--- src/rtl/sw_pe_affine.sv ---
// sw_pe_affine -- one processing element of a Smith-Waterman systolic array
// with affine gap penalties (separate open and extend costs).
//
// The PE holds one query character (xq) and scores it against a stream of
// database characters Y that pass through one PE per cycle. For each column
// it produces H (local alignment score), E (horizontal gap) and F (vertical
// gap). It also tracks the best H of the current stream and the column where
// that best score first occurred. A beat flagged with last_i closes the
// stream and clears the column state, ready for the next stream.
//
// Ports:
//   clk, rst             clock, synchronous active-high reset
//   load_x_i, X_i        load the query character (applies from the next beat)
//   Y_i, valid_i, last_i streaming database beat
//   top_i, F_i           H(i-1,j) and F(i-1,j) from the upstream PE
//   score_o, F_o         H(i,j) and F(i,j) for the downstream PE
//   Y_o, valid_o, last_o beat forwarded downstream (one cycle later)
//   max_o, max_pos_o     best H of the current stream and its first column
module sw_pe_affine #(
  parameter int SCORE_W  = 16,
  parameter int CHAR_W   = 2,
  parameter int POS_W    = 16,
  parameter int MATCH    = 2,
  parameter int MISMATCH = 1,
  parameter int GAP_OPEN = 2,
  parameter int GAP_EXT  = 1
) (
  input  logic               clk,
  input  logic               rst,
  input  logic               load_x_i,
  input  logic [CHAR_W-1:0]  X_i,
  input  logic [CHAR_W-1:0]  Y_i,
  input  logic               valid_i,
  input  logic               last_i,
  input  logic [SCORE_W-1:0] top_i,
  input  logic [SCORE_W-1:0] F_i,
  output logic [SCORE_W-1:0] score_o,
  output logic [SCORE_W-1:0] F_o,
  output logic [CHAR_W-1:0]  Y_o,
  output logic               valid_o,
  output logic               last_o,
  output logic [SCORE_W-1:0] max_o,
  output logic [POS_W-1:0]   max_pos_o
);

  // Two guard bits hold diag+MATCH before it is clamped back to SCORE_W.
  localparam int CW = SCORE_W + 2;
  typedef logic [CW-1:0] wide_t;

  localparam wide_t SAT_W      = {2'b00, {SCORE_W{1'b1}}};
  localparam wide_t MATCH_W    = wide_t'(MATCH);
  localparam wide_t MISMATCH_W = wide_t'(MISMATCH);
  localparam wide_t GAP_OPEN_W = wide_t'(GAP_OPEN);
  localparam wide_t GAP_EXT_W  = wide_t'(GAP_EXT);

  // Floor-at-zero subtraction: scores are unsigned and never go negative.
  function automatic wide_t sub_z(input wide_t a, input wide_t b);
    return (a > b) ? (a - b) : '0;
  endfunction

  function automatic wide_t max2(input wide_t a, input wide_t b);
    return (a > b) ? a : b;
  endfunction

  function automatic wide_t sat(input wide_t a);
    return (a > SAT_W) ? SAT_W : a;
  endfunction

  // Per-stream state.
  logic [CHAR_W-1:0]  xq_reg;
  logic [SCORE_W-1:0] diag_reg;
  logic [SCORE_W-1:0] h_prev_reg;
  logic [SCORE_W-1:0] e_prev_reg;
  logic [POS_W-1:0]   col_reg;
  logic               first_reg;

  wide_t s_next;
  wide_t e_next;
  wide_t f_next;
  wide_t h_next;

  always_comb begin
    s_next = '0;
    e_next = '0;
    f_next = '0;
    h_next = '0;
    if (xq_reg == Y_i) begin
      s_next = sat({2'b00, diag_reg} + MATCH_W);
    end else begin
      s_next = sub_z({2'b00, diag_reg}, MISMATCH_W);
    end
    e_next = sat(max2(sub_z({2'b00, e_prev_reg}, GAP_EXT_W),
                      sub_z({2'b00, h_prev_reg}, GAP_OPEN_W)));
    f_next = sat(max2(sub_z({2'b00, F_i}, GAP_EXT_W),
                      sub_z({2'b00, top_i}, GAP_OPEN_W)));
    // The zero floor of local alignment is implicit: every term is unsigned.
    h_next = sat(max2(s_next, max2(e_next, f_next)));
  end

  logic [SCORE_W-1:0] h_trunc;
  logic [SCORE_W-1:0] e_trunc;
  logic [SCORE_W-1:0] f_trunc;
  assign h_trunc = h_next[SCORE_W-1:0];
  assign e_trunc = e_next[SCORE_W-1:0];
  assign f_trunc = f_next[SCORE_W-1:0];

  always_ff @(posedge clk) begin
    if (rst) begin
      xq_reg     <= '0;
      diag_reg   <= '0;
      h_prev_reg <= '0;
      e_prev_reg <= '0;
      col_reg    <= '0;
      first_reg  <= 1'b1;
      score_o    <= '0;
      F_o        <= '0;
      Y_o        <= '0;
      valid_o    <= 1'b0;
      last_o     <= 1'b0;
      max_o      <= '0;
      max_pos_o  <= '0;
    end else begin
      // A beat in the same cycle as a load still scores against the old xq.
      if (load_x_i) begin
        xq_reg <= X_i;
      end
      valid_o <= valid_i;
      last_o  <= valid_i & last_i;
      if (valid_i) begin
        score_o <= h_trunc;
        F_o     <= f_trunc;
        Y_o     <= Y_i;
        // Strict compare keeps the earliest column on ties.
        if (first_reg || (h_trunc > max_o)) begin
          max_o     <= h_trunc;
          max_pos_o <= col_reg;
        end
        if (last_i) begin
          diag_reg   <= '0;
          h_prev_reg <= '0;
          e_prev_reg <= '0;
          col_reg    <= '0;
          first_reg  <= 1'b1;
        end else begin
          diag_reg   <= top_i;
          h_prev_reg <= h_trunc;
          e_prev_reg <= e_trunc;
          col_reg    <= col_reg + POS_W'(1);
          first_reg  <= 1'b0;
        end
      end
    end
  end

endmodule

--- config.mk ---
export PLATFORM = sky130hd
export DESIGN_NAME = sw_pe_affine
export DESIGN_NICKNAME = d
export VERILOG_FILES = /design/src/rtl/sw_pe_affine.sv
export SDC_FILE = /design/constraint.sdc
export NUM_CORES = 1
export LEC_CHECK = 0
export CAP_MARGIN = 30
export CORE_UTILIZATION = 58
export DETAILED_ROUTE_END_ITERATION = 10
export PLACE_DENSITY = 0.81
export SLEW_MARGIN = 20
export SYNTH_ARGS = -nofsm -noshare
export SYNTH_HDL_FRONTEND = slang
export SYNTH_SLANG_ARGS = --single-unit
--- constraint.sdc ---
create_clock -name clk -period 17.35 [get_ports clk]
set_clock_uncertainty 0.1 [all_clocks]
set_input_delay 4.3375 -clock clk [delete_from_list [all_inputs] [get_ports clk]]
set_output_delay 4.3375 -clock clk [all_outputs]
set_load 0.02 [all_outputs]
==> flow_metrics.env <==
export IMPL_maxSlewHeadroom_pct=35.9
export IMPL_drt_iter0_drc=1046
export IMPL_vias=10614
export IMPL_grt_util_all_layers_pct=36.0
export IMPL_htreeDepth=4
export IMPL_cts_hold_buf=0
export IMPL_synth_enable_flop_cells=0
export IMPL_grt_max_degree=77
export IMPL_wl_um=32600
export IMPL_nFillCells=1434
export IMPL_seqCellArea_um2=2700
export IMPL_clkLatencyLatePin_ns=0.44
export IMPL_dr_pass1_iters=6
export IMPL_setup_viol=0
export IMPL_cts_tree="done"
export IMPL_yosysSeqAreaShare_pct=25.9
export IMPL_instances_no_fill=1678
export IMPL_drive_above_1_share_pct=6.89
export IMPL_slowest_stage="o21ai_0"
export IMPL_dp_hpwl_um=24700
export IMPL_initial_core_util_pct=59.8
export IMPL_synthToLayoutAreaGrowth_pct=17.6
export IMPL_synth_avg_cell_area_um2=7.60
export IMPL_period_needed_ns=16.49
export IMPL_crit_required_ns=17.61
export IMPL_ys_warnings_count=0
export IMPL_timing_final_crit_share_pct=95.1
export IMPL_cp_max_fo=31
export IMPL_slowest_delay_ns=0.82
export IMPL_synth_top_area_cell="dfxtp_1"
export IMPL_r2r_slack_ns=4.84
export IMPL_nets=1578
export IMPL_final_cell_mix="nor2_1, nand2_1, dfxtp_1"
export IMPL_tightest_slew_ns=0.953
export IMPL_die_x_um=136
export IMPL_cts_buffers=17
export IMPL_synth_top_cell_area_share_pct=25.9
export IMPL_grt_first_pass_wirelength_um=51600
export IMPL_synth_cells=1370
export IMPL_cap_violations=0
export IMPL_grt_pass1_vias=9714
export IMPL_dpl_cell_count=1644
export IMPL_path_class="primary input to register"
export IMPL_fmax_ghz=0.0606
export IMPL_synth_area_leaders="dfxtp_1, ha_1, nor2_1"
export IMPL_die_area_um2=18500
export IMPL_coreArea_um2=17400
export IMPL_setup_tns_ns=0
export IMPL_end_kind="register"
export IMPL_cts_resized=0
export IMPL_antenna_found_initial=2
export IMPL_synth_cell_types=88
export IMPL_worstSetupStartpointType="primary input"
export IMPL_clk_pin_slew_worst_paths_ns=0.07
export IMPL_placed_area_um2=11600
export IMPL_hold_slack_ns=0.354
export IMPL_gp_congestion=1.01
export IMPL_hold_violations=0
export IMPL_via_per_inst=6.33
export IMPL_overflow=0
export IMPL_arrival_ns=16.76
export IMPL_design_area_um2=12200
export IMPL_final_common_cell="nor2_1"
export IMPL_ys_flop_type="dfxtp_1"
export IMPL_antenna_left=0
export IMPL_rows=48
export IMPL_cts_setup_buffers=0
export IMPL_clock_sinks=135
export IMPL_io_buffers=108
export IMPL_rsz0062_at_grt="false"
export IMPL_hold_path_class="register to register"
export IMPL_netlist_area_um2=10400
export IMPL_cts_buffer_depth=2
export IMPL_ys_ff_latch=135
export IMPL_ioPinCount=109
export IMPL_die_y_um=136
export IMPL_multi_input_area_um2=7080
export IMPL_maxSlewViolCount=0
export IMPL_drc=0
export IMPL_cts_root_buf="clkbuf_16"
export IMPL_post_drt_wl_per_cell_um=19.4
export IMPL_run_status="completed"
export IMPL_postSynth_asyncResetShare_pct=0
## critical path: cells and delay by family
family | cells | cell delay, ns
AOI/OAI and AO/OA | 18 | 6.51
and+or+nand+nor | 10 | 3.09
adders and majority gates | 4 | 1.26
buffers and inverters | 4 | 0.99
muxes | 1 | 0.56
## final timing paths
| check | from | end | cells after the start |
|---|---|---|---|
| max | top_i[9] | max_o[8] | 37 |
| min | max_pos_o[14] | max_pos_o[14] | 2 |
| max reg2reg | h_prev_reg[8] | max_o[8] | 37 |
| min reg2reg | max_pos_o[14] | max_pos_o[14] | 2 |
## cell type report
class | instances | area share, %
Multi-Input combinational cell | 1071 | 57.8
Sequential cell | 135 | 22.1
Timing Repair Buffer | 120 | 9.79
Clock buffer | 17 | 3.47
Inverter | 94 | 2.88
Tap cell | 225 | 2.30
Clock inverter | 15 | 1.62
Antenna cell | 1 | 0.0204
## Yosys cell counts (all sizes together), types with 6 or more instances
cell type	n
a21o	19
inv	94
xnor2	29
mux2	12
o22ai	10
nor2b	7
o211ai	6
nand4	24
clkbuf	58
or4	14
nand2	137
a21oi	84
a211oi	28
mux2i	23
nor2	172
or3	19
a22oi	37
xor2	28
a21boi	6
a31oi	10
and2	14
nor4	12
nor3	35
o21ai	53
or2	14
nand2b	12
dfxtp	135
o31ai	9
o21a	6
nand3	40
and4	6
o32ai	11
buf	14
o41ai	6
ha	98
and3	19
## through the flow
step | utilization, % | setup slack (ns)
4_1_cts | 70.2 | 1.10
6_report | 70.3 | 0.857
2_1_floorplan | - | 3.54
5_1_grt | 70.3 | 0.0664
3_5_place_dp | 66.6 | 0.724
3_3_place_gp | 66.3 | 0.722
## metal layers
metal  wire length [um]  track usage (%)  vias up
met1              14700             49.9     4967
met4                912             13.2        2
met5                 57                0        -
met3               3240             9.88       66
li1                   -                -     5068
met2              13700             52.8      511
## cells by family after synthesis
group / Yosys count / synth area share [%]
buffers and inverters: 166 / 6.19
XOR/XNOR: 57 / 4.79
adder cells (fa/ha/maj): 98 / 11.8
AO/OA/AOI/OAI: 333 / 22.2
other: 2 / 0.0721
multiplexers: 35 / 3.63
AND/OR/NAND/NOR: 544 / 25.4
flip-flops: 135 / 25.9
Power is not shown: default switching activity piles up to over one toggle a cycle in this logic, so the estimate is an artifact.
